**src/rtl/onehot_dec_pkg.sv**
```systemverilog
// Shared mode encoding and one-hot helper for the sequential
// one-hot decoder and related select-generation blocks.
package onehot_dec_pkg;

    typedef enum logic [1:0] {
        MODE_BIN  = 2'b00,
        MODE_GRAY = 2'b01,
        MODE_SCAN = 2'b10,
        MODE_HOLD = 2'b11
    } mode_e;

    // Widest supported index is 8 bits; callers cast down to 2**IN_W.
    function automatic logic [255:0] onehot(input logic [7:0] idx);
        logic [255:0] r;
        r      = '0;
        r[idx] = 1'b1;
        return r;
    endfunction

endpackage

```
**src/rtl/gray_to_bin.sv**
```systemverilog
// Combinational Gray-to-binary converter: each binary bit is the
// XOR of all Gray bits at or above its position.
module gray_to_bin #(
    parameter int W = 4
) (
    input  logic [W-1:0] gray_i,
    output logic [W-1:0] bin_o
);

    for (genvar i = 0; i < W; i++) begin : g_bit
        assign bin_o[i] = ^gray_i[W-1:i];
    end

endmodule

```
**src/rtl/onehot_decoder_seq.sv**
```systemverilog
// Registered one-hot decoder with binary, Gray and prescaled scan
// modes; out is always zero or exactly 1 << idx.
module onehot_decoder_seq
    import onehot_dec_pkg::*;
#(
    parameter int IN_W     = 4,
    parameter int SCAN_DIV = 1
) (
    input  logic                 clk,
    input  logic                 rst,
    input  logic                 en,
    input  logic [1:0]           mode,
    input  logic                 in_valid,
    input  logic [IN_W-1:0]      in,
    output logic [2**IN_W-1:0]   out,
    output logic [IN_W-1:0]      idx,
    output logic                 out_valid,
    output logic                 wrap
);

    localparam int OUT_W = 2**IN_W;
    localparam int PW    = $clog2(SCAN_DIV) + 1;
    localparam logic [PW-1:0] TC = PW'(SCAN_DIV - 1);

    logic [IN_W-1:0]  bin_in;
    logic [IN_W-1:0]  idx_q, idx_d, idx_inc;
    logic [OUT_W-1:0] out_q, out_d, oh;
    logic             vld_q, vld_d;
    logic             wrap_q, wrap_d;
    logic [PW-1:0]    cnt_q, cnt_d, cnt_eff;
    mode_e            mode_q, mode_d, mode_s;
    logic             upd;

    gray_to_bin #(.W(IN_W)) u_g2b (
        .gray_i (in),
        .bin_o  (bin_in)
    );

    assign oh = OUT_W'(onehot(8'(idx_d)));

    always_comb begin
        mode_s  = mode_e'(mode);
        idx_inc = idx_q + IN_W'(1);
        idx_d   = idx_q;
        out_d   = out_q;
        wrap_d  = 1'b0;
        cnt_d   = cnt_q;
        mode_d  = mode_q;
        upd     = 1'b0;
        // A fresh entry into SCAN restarts the prescale from zero.
        cnt_eff = (mode_q == MODE_SCAN) ? cnt_q : '0;
        if (en) begin
            mode_d = mode_s;
            cnt_d  = '0;
            unique case (mode_s)
                MODE_BIN: begin
                    if (in_valid) begin
                        idx_d = in;
                        upd   = 1'b1;
                    end
                end
                MODE_GRAY: begin
                    if (in_valid) begin
                        idx_d = bin_in;
                        upd   = 1'b1;
                    end
                end
                MODE_SCAN: begin
                    if (cnt_eff == TC) begin
                        idx_d  = idx_inc;
                        upd    = 1'b1;
                        wrap_d = &idx_q;
                    end else begin
                        cnt_d = cnt_eff + PW'(1);
                    end
                end
                default: ;
            endcase
        end
        if (upd) out_d = oh;
        vld_d = upd;
    end

    always_ff @(posedge clk or posedge rst) begin
        if (rst) begin
            idx_q  <= '0;
            out_q  <= '0;
            vld_q  <= 1'b0;
            wrap_q <= 1'b0;
            cnt_q  <= '0;
            mode_q <= MODE_BIN;
        end else begin
            idx_q  <= idx_d;
            out_q  <= out_d;
            vld_q  <= vld_d;
            wrap_q <= wrap_d;
            cnt_q  <= cnt_d;
            mode_q <= mode_d;
        end
    end

    assign out       = out_q;
    assign idx       = idx_q;
    assign out_valid = vld_q;
    assign wrap      = wrap_q;

endmodule
```
**config.mk**
```make
export PLATFORM = sky130hd
export DESIGN_NAME = onehot_decoder_seq
export DESIGN_NICKNAME = d
export VERILOG_FILES = /design/src/rtl/onehot_dec_pkg.sv /design/src/rtl/gray_to_bin.sv /design/src/rtl/onehot_decoder_seq.sv
export SDC_FILE = /design/constraint.sdc
export NUM_CORES = 1
export LEC_CHECK = 0
export ABC_AREA = 1
export BUFFER_PORTS_ARGS = -buffer_cell sky130_fd_sc_hd__buf_2
export CAP_MARGIN = 20
export CORE_ASPECT_RATIO = 0.7
export CORE_MARGIN = 4
export CORE_UTILIZATION = 50
export DETAILED_ROUTE_END_ITERATION = 10
export MAX_ROUTING_LAYER = met4
export PLACE_DENSITY = 0.75
export SYNTH_ARGS = -nofsm -noshare
export SYNTH_HDL_FRONTEND = slang
export SYNTH_SLANG_ARGS = --single-unit
```
**constraint.sdc**
```tcl
create_clock -name clk -period 1.8 [get_ports clk]
set_clock_uncertainty 0.15 [all_clocks]
set_input_delay 0.18 -clock clk [delete_from_list [all_inputs] [get_ports clk]]
set_output_delay 0.18 -clock clk [all_outputs]
set_load 0.03 [all_outputs]
```
# After elaboration in Yosys (flattened, before gate mapping)
# Cells that the tools add are included.
[totals]
in_bits = 10
reg_bits = 25
word_cells = 37
out_inout_bits = 22
[classes]
reduce_logical = 7
addsub = 2
n_eq_ne = 3
magnitude_cmp = 2
mux = 17
[ops]
columns = ["cell", "count"]
rows = [
  ["$mux W4", 4],
  ["$pmux W4 S3", 1],
  ["$mux W1", 10],
  ["$lt A4 B9 Y1 const B", 1],
  ["$add A4 B1 Y4 const B", 1],
  ["$demux W1 S4", 1],
  ["$eq A2 B2 Y1 const B", 2],
  ["$ge A4 B1 Y1 const B", 1],
  ["$reduce_and A4 Y1", 1],
  ["$reduce_xor A4 Y1", 1],
  ["$reduce_xor A3 Y1", 1],
  ["$eq A2 B1 Y1 const B", 1],
  ["$logic_not A2 Y1", 1],
  ["$pmux W1 S2", 1],
  ["$reduce_or A2 Y1", 1],
  ["$reduce_xor A2 Y1", 1],
  ["$add A1 B1 Y1 const B", 1],
  ["$logic_and A1 B1 Y1", 1],
]

# Depth between registers and ports, before layout
# Gate-level depths: netlist (run 1).
[depth]
word_depth = 9
depth_mapped = 12
ltp_nobuf = 11

# By module
# Synthesis (run 1) repeated with hierarchy kept, for this count alone.
[unflattened]
hier_cells = 180
hier_area_um2 = 1278.7
[modules_own_cells]
columns = ["mod", "seq_area_each_um2", "area_per_inst_um2", "cells_per_inst", "n_inst"]
rows = [
  ["onehot_decoder_seq", 550.5, 1188.6, 159, 1],
  ["gray_to_bin", 0.0, 90.1, 21, 1],
]

# Worst setup path after synthesis (run 1)
# No wires, ideal clock.
[synth_timing]
path_type = "flip-flop to flip-flop"
from = "register idx_q[0], in the netlist idx[0]"
to = "register out_q[11], in the netlist out[11]"
period_less_slack_ns = 1.746
required_time_ns = 1.533
arrival_time_ns = 1.480
path_buffers = 0
path_slack_ns = 0.054
setup_ns = 0.117
path_stages_with_launch = 10
cell_sequence = "dfrtp_1 -> ha_1 -> nand2_1 -> nand2_1 -> a21oi_2 -> nand2_1 -> nand2_2 -> nor2_1 -> nand2_1 -> nand2_1"
[synth_between]
elab_chain_len = 8
word_cells_on_any_way = 11
classes_between = "1 x add/sub; 2 x order compare; 7 x mux; 1 x reduce/logical"
[synth_lines]
columns = ["element", "line_no", "text"]
rows = [
  ["start, declared", "onehot_decoder_seq.sv:26", "logic [IN_W-1:0] idx_q, idx_d, idx_inc;"],
  ["start signal, assigned", "onehot_decoder_seq.sv:93", "idx_q <= idx_d;"],
  ["$add A4 B1 Y4", "onehot_decoder_seq.sv:43", "idx_inc = idx_q + IN_W'(1);"],
  ["$mux W4", "onehot_decoder_seq.sv:69", "if (cnt_eff == TC) begin"],
  ["$pmux W4 S3", "onehot_decoder_seq.sv:55", "unique case (mode_s)"],
  ["$mux W4 (*)", "onehot_decoder_seq.sv:52", "if (en) begin"],
  ["$lt A4 B9 Y1 (implied by the code) or $ge A4 B1 Y1 (tied branches)", "onehot_dec_pkg.sv:16", "r[idx] = 1'b1;"],
  ["$logic_and A1 B1 Y1 (implied by the code)", "onehot_dec_pkg.sv:16", ""],
  ["$mux W1 (implied by the code)", "onehot_dec_pkg.sv:16", ""],
  ["$demux W1 S4 (*)", "onehot_dec_pkg.sv:16", ""],
  ["end signal, assigned", "onehot_decoder_seq.sv:94", "out_q <= out_d;"],
  ["end, declared", "onehot_decoder_seq.sv:27", "logic [OUT_W-1:0] out_q, out_d, oh;"],
]
# Mark *: on every way between the ends. The rest lies on a longest branch, timed or not.
# A chain may end at the register's enable or synchronous reset.

# Worst setup path after layout (run 1)
[layout_timing]
from = "register idx_q[1], in the netlist idx[1]"
to = "register out_q[3], in the netlist out[3]"
# Same word-level chain as after synthesis.

==> impl_metrics.env, run 1 <==
export IMPL_status="complete, no violations"
export IMPL_cts_sinks=22
export IMPL_final_util_pct=68.81
export IMPL_cpMostUsedCell="nand2_1"
export IMPL_layout_common_cells="nand2_1, buf_2, dfrtp_1"
export IMPL_n_fill_cell=209
export IMPL_crit_fanout=5
export IMPL_layout_commonest_cell="nand2_1"
export IMPL_synth_compound_area_share_pct=8.316
export IMPL_drive_above_1_share_pct=29.33
export IMPL_max_freq_mhz=580.4
export IMPL_total_power_mw=1.443
export IMPL_die_h_um=49.56
export IMPL_start_util_pct=55.02
export IMPL_design_area_sq_um=1543
export IMPL_cp_slowest_cell="dfrtp_1"
export IMPL_clk_path_buf_depth=2
export IMPL_cts_root_buf="clkbuf_4"
export IMPL_drt_vias_per_instance=5.054
export IMPL_tightest_slew_ps=451.6
export IMPL_post_route_period_util_pct=95.72
export IMPL_vdd_drop_max_v=0.0006296
export IMPL_grt_pass1_vias=1044
export IMPL_grt_max_degree=23
export IMPL_multiInputGateArea_sq_um=604.3
export IMPL_regArea_sq_um=550.5
export IMPL_setup_slack_ps=77.09
export IMPL_relSlewSlack_pct=69.86
export IMPL_area_growth_pct=25.05
export IMPL_ys_ff_latch=22
export IMPL_crit_chain="ha_1, nand2_1, nand2_1, a21oi_2, nand2_1, nand2_4, nor2_4, nand2_1, nand2_1"
export IMPL_syn_nets=178
export IMPL_min_path_type="in2reg"
export IMPL_core_area_sq_um=2242
export IMPL_io_pins=32
export IMPL_synth_simple_gate_area_share_pct=37.93
export IMPL_post_synth_num_cell_types=23
export IMPL_hold_violations=0
export IMPL_row_count=14
export IMPL_finalSetupTns_ps=0
export IMPL_finalNetCount=220
export IMPL_synth_top_family_by_area="simple AND/OR/NAND/NOR gates"
export IMPL_grt_usage_pct=19.38
export IMPL_cp_slowest_stage_delay_ps=440
export IMPL_clk_latency_ps=320
export IMPL_ant_nets=0
export IMPL_end_kind="register"
export IMPL_cap_violations=0
export IMPL_crit_arrival_ps=1780
export IMPL_first_pass_iters=4
export IMPL_fin_crit_ps=1723
export IMPL_antenna_found_initial=0
export IMPL_synth_area_mux_share_pct=0
export IMPL_cts_tree="yes"
export IMPL_syn_area_per_cell_sq_um=7.387
export IMPL_clkTransAtPathRegs_ps=130
export IMPL_synth_xor_area_share_pct=0.7099
export IMPL_drt_wirelength_per_cell_um=12.17
export IMPL_via_count=1213
export IMPL_grt_overflow=0
export IMPL_critPathLaunchType="register"
export IMPL_ff2ff_setup_slack_ps=80
export IMPL_die_area_sq_um=3339
export IMPL_synth_warning_count=0
export IMPL_worstPathRequired_ps=1860
export IMPL_rsz0062_at_grt="true"
export IMPL_place_hpwl_um=2278
export IMPL_drc=0
export IMPL_portBuffers=31
export IMPL_p_leak_nw=0.8924
export IMPL_ys_seq_area_share_pct=44.62
export IMPL_grt_pass1_wl_um=4836
export IMPL_placed_cell_area_sq_um=1435
export IMPL_critPathKind="reg2reg"
export IMPL_gp_congestion=0.8530
export IMPL_slew_violations=0
export IMPL_finalWirelength_um=2921
export IMPL_synthAdderAreaFrac_pct=1.014
export IMPL_htreeDepth=1
export IMPL_pre_cts_ws_ps=61.92
export IMPL_cellPowerDensity_nw_per_um2=935.3
export IMPL_initialDrtViolationCount=72
export IMPL_synthesis_instances=167
export IMPL_die_w_um=67.37
export IMPL_setup_viol_count_final=0
export IMPL_cts_made_buffers=3
export IMPL_diodes=0
export IMPL_syn_cell_area_sq_um=1234
timing repair:
item / 4_1_cts / 5_1_grt
setup buffers: 0 / 3
gates resized for setup: 0 / 3
hold buffers: 2 / 0
setup endpoints to repair: 0 / 5
hold endpoints to repair: 23 / 0
worst max-delay path, delay by kind of cell, from the launching register on:
kind / cells / cell delay, ps
fa+ha+maj: 1 / 300
flops: 1 / 440
compound gates: 1 / 200
simple gates: 7 / 530
power by group:
part | internal, mW | switching, mW
registers | 0.545 | 0.0358
logic | 0.152 | 0.330
clock network | 0.225 | 0.155
total | 0.923 | 0.520
flip-flops by register name (all words and copies together) (netlist names):
register	flops
out_valid	1
idx	4
out	16
wrap	1
per-layer routing:
| metal | track usage, % | vias up | routed length (um) |
|---|---|---|---|
| met2 | 28.71 | 38 | 1305 |
| met1 | 27.75 | 568 | 1431 |
| met5 | - | - | 0 |
| met4 | 2.020 | 0 | 10 |
| li1 | - | 605 | - |
| met3 | 4.773 | 2 | 174 |
logic make-up after synthesis:
logic type,count (synthesis)
compound gates,14
xor+xnor,1
fa+ha+maj,1
buf+inv,21
flops,22
simple gates,108
per-stage QoR:
step	hold slack, ps	instances
after floorplan	19.23	167
after global placement	67.89	231
after detailed placement	80.46	231
after CTS	55.09	237
after global routing	69.61	240
final	60.85	240
cell usage after synthesis, drive strengths merged:
| library cell | count | area share, % |
|---|---|---|
| inv | 18 | 5.5 |
| nor4 | 1 | 0.51 |
| nand3 | 16 | 6.9 |
| nor2 | 18 | 7.7 |
| a21oi | 8 | 5.7 |
| ha | 1 | 1.0 |
| o21ai | 5 | 2.0 |
| a22oi | 1 | 0.61 |
| nand4 | 1 | 0.51 |
| buf | 3 | 1.9 |
| dfrtp | 22 | 45 |
| xnor2 | 1 | 0.71 |
| nand2 | 72 | 22 |
worst paths after layout:
check                           cells after the start  endpoint  startpoint
max in group asynchronous                           4    out[3]         rst
worst max-delay path                                9    out[3]      idx[1]
min in group asynchronous                           4      wrap         rst
worst min-delay path                                4      wrap     mode[0]
worst min register to register                      2    out[9]      out[9]
worst max register to register                      9    out[3]      idx[1]
final cells by class:
cell class	instances	area share (%)
clock buffer	3	1.460
clock inverter	1	1.946
multi-input combinational	124	39.17
inverter	18	4.380
tap	32	2.595
timing repair buffer	40	14.76
sequential	22	35.69
No activity file was read; power rests on OpenSTA's default activity.
==> run 2: changes to the inputs <==
clock period = 2.23 ns   (was 1.8 ns; I/O delays follow)
==> run 2 against run 1 <==
Against the previous run:
- largest power group unchanged
- register-to-register slack better by 320 ps
- critical path depth rose by 1
- sequential share of layout area up 1.8 points
- clock-buffer cell count unchanged
- die area stayed put
- wire length grew 5.0%
- critical path type unchanged
- via count rose by 0.16%
- total power down 22%
==> impl_metrics.env, run 2 (synthesis gave the netlist of run 1 again) <==
export IMPL_min_path_type="in2reg"
export IMPL_antenna_found_initial=0
export IMPL_clkTransAtPathRegs_ps=130
export IMPL_stdcell_count=232
export IMPL_cellPowerDensity_nw_per_um2=769.6
export IMPL_cts_root_buf="clkbuf_4"
export IMPL_grt_max_degree=23
export IMPL_drt_vias_per_instance=5.237
export IMPL_portBuffers=31
export IMPL_first_pass_iters=5
export IMPL_slew_violations=0
export IMPL_reg2reg_to="out[4]"
export IMPL_whs_ps=14.27
export IMPL_crit_fanout=7
export IMPL_drive_above_1_share_pct=26.50
export IMPL_place_inst=227
export IMPL_initialDrtViolationCount=64
export IMPL_switching_share_pct=36.51
export IMPL_clk_path_buf_depth=2
export IMPL_ff2ff_setup_slack_ps=400
export IMPL_tightest_slew_ps=802.9
export IMPL_r2r_start="idx[0]"
export IMPL_worstPathRequired_ps=2340
export IMPL_grt_pass1_vias=1141
export IMPL_post_route_period_util_pct=82.00
export IMPL_grt_usage_pct=20.94
export IMPL_largest_reg_flops=16
export IMPL_design_area_sq_um=1468
export IMPL_finalNetCount=212
export IMPL_die_area_sq_um=3339
export IMPL_ant_nets=0
export IMPL_end_kind="register"
export IMPL_relSlewSlack_pct=46.41
export IMPL_clk_latency_ps=320
export IMPL_layout_commonest_cell="nand2_1"
export IMPL_critPathKind="reg2reg"
export IMPL_row_count=14
export IMPL_cp_top_family="simple AND/OR/NAND/NOR gates"
export IMPL_drt_wirelength_per_cell_um=13.22
export IMPL_p_switching_mw=0.4124
export IMPL_cts_tree="yes"
export IMPL_placed_cell_area_sq_um=1405
export IMPL_core_area_sq_um=2242
export IMPL_critPathBufInv=0
export IMPL_crit_chain="ha_1, nand2_1, nand2_1, nor2_1, nor2_2, nand2_1, nand2_2, nor2_2, nand3_1, nand2_1"
export IMPL_area_growth_pct=18.97
export IMPL_die_h_um=49.56
export IMPL_start_util_pct=55.02
export IMPL_gp_congestion=0.8435
export IMPL_setup_viol_count_final=0
export IMPL_finalWirelength_um=3068
export IMPL_cap_violations=0
export IMPL_hold_depth=3
export IMPL_grt_pass1_wl_um=5216
export IMPL_cts_setup_buffers=0
export IMPL_reg2reg_depth=10
export IMPL_finalSetupTns_ps=0
export IMPL_status="complete, no violations"
export IMPL_combPwrFrac_pct=30.6
export IMPL_p_leak_nw=0.8517
export IMPL_total_power_mw=1.129
export IMPL_via_count=1215
export IMPL_min_from="en"
export IMPL_io_pins=32
export IMPL_drc=0
export IMPL_die_w_um=67.37
export IMPL_layout_common_cells="nand2_1, buf_2, dfrtp_1"
export IMPL_fin_crit_ps=1829
export IMPL_rsz0062_at_grt="false"
export IMPL_crit_arrival_ps=1940
export IMPL_cpMostUsedCell="nand2_1"
export IMPL_max_freq_mhz=546.9
export IMPL_whs_endpoint="wrap"
export IMPL_power_frac_clock_pct=27.3
export IMPL_cts_sinks=22
export IMPL_diodes=0
export IMPL_htreeDepth=1
export IMPL_cp_slowest_cell="dfrtp_1"
export IMPL_critPathLaunchType="register"
export IMPL_seq_power_share_pct=42.2
export IMPL_hold_violations=0
export IMPL_cts_made_buffers=3
export IMPL_internal_power_mw=0.7171
export IMPL_vdd_drop_max_v=0.0004638
export IMPL_place_hpwl_um=2368
export IMPL_cp_slowest_stage_delay_ps=480
export IMPL_grt_overflow=0
## run 2: cell count changes in the layout (fill, tap and decap cells not counted), sizes merged
cell / previous run / this run
dlygate4sd3: 2 / 1
buf: 38 / 31
## run 2: final cells by class
| cell class | count | area, sq um |
|---|---|---|
| fillers | 218 | 774.5 |
| multi-input cells | 124 | 591.8 |
| flip-flops and latches | 22 | 550.5 |
| repair buffers | 32 | 165.2 |
| inverters | 18 | 67.56 |
| well taps | 32 | 40.04 |
| clock inverters | 1 | 30.03 |
| clock buffers | 3 | 22.52 |
## run 2: how the worst max path moves through the flow
stage,cells past startpoint,endpoint,start
after floorplan,9,out[11],idx[0]
after global placement,9,out[15],idx[0]
after detailed placement,9,out[11],mode[0]
after CTS,10,out[4],idx[0]
after global routing,10,out[6],idx[0]
final,10,out[4],idx[0]
## run 2: power groups by stage
stage	clock, mW	sequential [mW]	combinational [mW]
3_3_place_gp	0	0.481	0.332
4_1_cts	0.311	0.475	0.346
5_1_grt	0.335	0.483	0.378
3_5_place_dp	0	0.482	0.342
2_1_floorplan	0	0.562	0.170
6_report	0.308	0.476	0.345
## run 2: layer usage
metal	GRT usage, %	routed length, um	up-vias	share of wire [%]
met5	-	0	-	0
met4	6.061	59	0	1.9
met3	5.000	267	9	8.7
met2	31.65	1406	60	46
met1	27.90	1334	560	43
li1	-	-	586	-
## run 2: timing repair
item | CTS | global route
gates resized for setup | 0 | 0
endpoints found under the hold margin | 22 | 0
hold buffers | 1 | 0
## run 2: through the flow
stage | utilization, % | setup WS, ps
after global routing | 65.46 | 247.1
after global placement | 62.67 | 484.0
final | 65.46 | 401.4
after floorplan | - | 483.7
after CTS | 65.46 | 400.0
after detailed placement | 62.67 | 414.0
## run 2: tightest hold or removal path, cell delays in order
cell and delay, ps:
buf_2 120, inv_2 70, nor4_1 50
==> run 3: changes to the inputs <==
clock period = 1.7 ns   (was 2.23 ns; I/O delays follow)
==> run 3 against run 2 <==
Against the previous run:
- non-clock buffer count increased by 8
- critical path type unchanged
- fmax increased by 8.1%
- global-route usage decreased by 0.51 points
- total power increased by 30%
- critical path depth decreased by 1
- clock-buffer cell count increased by 1
- sequential power increased by 30%
- worst hold slack improved by 46 ps
- setup slack got worse by 390 ps
- clock power decreased by 7.1%
- cell count increased by 3.4%
- sequential share of layout area decreased by 2.9 points
==> impl_metrics.env, run 3 (synthesis gave the netlist of run 1 again) <==
export IMPL_whs_endpoint="idx[3]"
export IMPL_layout_commonest_cell="nand2_1"
export IMPL_finalSetupTns_ps=0
export IMPL_grt_pass1_vias=1108
export IMPL_layout_common_cells="nand2_1, buf_2, dfrtp_1"
export IMPL_cp_slowest_stage_delay_ps=450
export IMPL_die_area_sq_um=3339
export IMPL_first_pass_iters=4
export IMPL_start_util_pct=55.02
export IMPL_io_pins=32
export IMPL_cp_slowest_cell="dfrtp_2"
export IMPL_grt_usage_pct=20.43
export IMPL_hold_violations=0
export IMPL_gp_congestion=0.8820
export IMPL_drt_vias_per_instance=5.183
export IMPL_htreeDepth=1
export IMPL_row_count=14
export IMPL_antenna_found_initial=0
export IMPL_crit_fanout=6
export IMPL_cellPowerDensity_nw_per_um2=915.5
export IMPL_drc=0
export IMPL_worstPathRequired_ps=1760
export IMPL_crit_arrival_ps=1750
export IMPL_setup_viol_count_final=0
export IMPL_stdcell_count=240
export IMPL_rsz0062_at_grt="true"
export IMPL_total_power_mw=1.467
export IMPL_relSlewSlack_pct=69.23
export IMPL_clk_path_buf_depth=2
export IMPL_slew_violations=0
export IMPL_startpoint="idx[1]"
export IMPL_setup_slack_ps=7.862
export IMPL_reg2reg_to="out[1]"
export IMPL_place_hpwl_um=2346
export IMPL_vdd_drop_max_v=0.0006033
export IMPL_tightest_slew_ps=461.1
export IMPL_area_growth_pct=29.92
export IMPL_design_area_sq_um=1603
export IMPL_whs_ps=60.69
export IMPL_finalNetCount=220
export IMPL_initialDrtViolationCount=82
export IMPL_pre_cts_ws_ps=-40.64
export IMPL_min_path_type="in2reg"
export IMPL_ant_nets=0
export IMPL_critPathKind="reg2reg"
export IMPL_die_h_um=49.56
export IMPL_critPathBufInv=1
export IMPL_cts_made_buffers=3
export IMPL_final_util_pct=71.48
export IMPL_reg2reg_depth=9
export IMPL_post_route_period_util_pct=99.54
export IMPL_crit_chain="ha_4, nand2_2, nand2_2, a21oi_2, buf_4, a21oi_4, nor2_4, nand2_1, nand2_1"
export IMPL_clk_latency_ps=310
export IMPL_status="complete, no violations"
export IMPL_clkTransAtPathRegs_ps=110
export IMPL_critPathLaunchType="register"
export IMPL_drive_above_1_share_pct=36.06
export IMPL_grt_overflow=0
export IMPL_p_leak_nw=0.8924
export IMPL_cap_violations=0
export IMPL_grt_pass1_wl_um=5147
export IMPL_placed_cell_area_sq_um=1453
export IMPL_fin_crit_ps=1692
export IMPL_largest_reg_flops=16
export IMPL_core_area_sq_um=2242
export IMPL_min_from="en"
export IMPL_hold_depth=3
export IMPL_max_freq_mhz=591.0
export IMPL_n_fill_cell=191
export IMPL_portBuffers=31
export IMPL_cts_root_buf="clkbuf_4"
export IMPL_via_count=1244
export IMPL_drt_wirelength_per_cell_um=12.82
export IMPL_diodes=0
export IMPL_end_kind="register"
export IMPL_cts_tree="yes"
export IMPL_ff2ff_setup_slack_ps=8
export IMPL_cts_sinks=22
export IMPL_place_inst=233
export IMPL_grt_max_degree=23
export IMPL_cp_top_family="flip-flops"
export IMPL_r2r_start="idx[1]"
export IMPL_die_w_um=67.37
export IMPL_finalWirelength_um=3076
## run 3: cell types whose count changed in the layout (fill, tap and decap cells not counted), sizes merged
cell | before | now
bufinv | 1 | 0
buf | 31 | 38
dlygate4sd3 | 1 | 2
clkbuf | 3 | 4
## run 3: final cells by class
type | instances | area, sq um | share of cell area [%]
clock buffers | 4 | 36.28 | 2.264
inverters | 18 | 67.56 | 4.215
multi-input cells | 124 | 676.9 | 42.23
flip-flops and latches | 22 | 554.3 | 34.58
well taps | 32 | 40.04 | 2.498
repair buffers | 40 | 227.7 | 14.21
## run 3: how the worst max path moves through the flow
| stage | endpoint | cells past startpoint |
|---|---|---|
| 2_1_floorplan | out[11] | 9 |
| 3_3_place_gp | out[11] | 9 |
| 3_5_place_dp | out[3] | 9 |
| 4_1_cts | out[9] | 9 |
| 5_1_grt | out[1] | 9 |
| 6_report | out[1] | 9 |
## run 3: layer usage
layer / track usage (%) / wire, um / up-vias
li1: - / - / 603
met1: 28.10 / 1340 / 572
met2: 31.00 / 1437 / 63
met3: 5.000 / 268 / 6
met4: 3.367 / 29 / 0
met5: - / 0 / -
## run 3: worst reg2reg max path: stages, from the launching register on
cell     delay, ps
dfrtp_2        450
ha_4           270
nand2_2         50
nand2_2         60
a21oi_2         40
buf_4          150
a21oi_4        250
nor2_4          70
nand2_1         60
nand2_1         50
## run 3: power breakdown
group          total, mW  internal (mW)  switching [mW]
clock network      0.286          0.131           0.155
logic              0.560          0.180           0.380
registers          0.621          0.580          0.0415
## run 3: what timing repair did
item	in CTS	in global routing
hold buffers	2	0
pin swaps	1	10
endpoints found under the setup margin	4	16
endpoints found under the hold margin	23	0
gates resized for setup	0	22
setup buffers	1	0
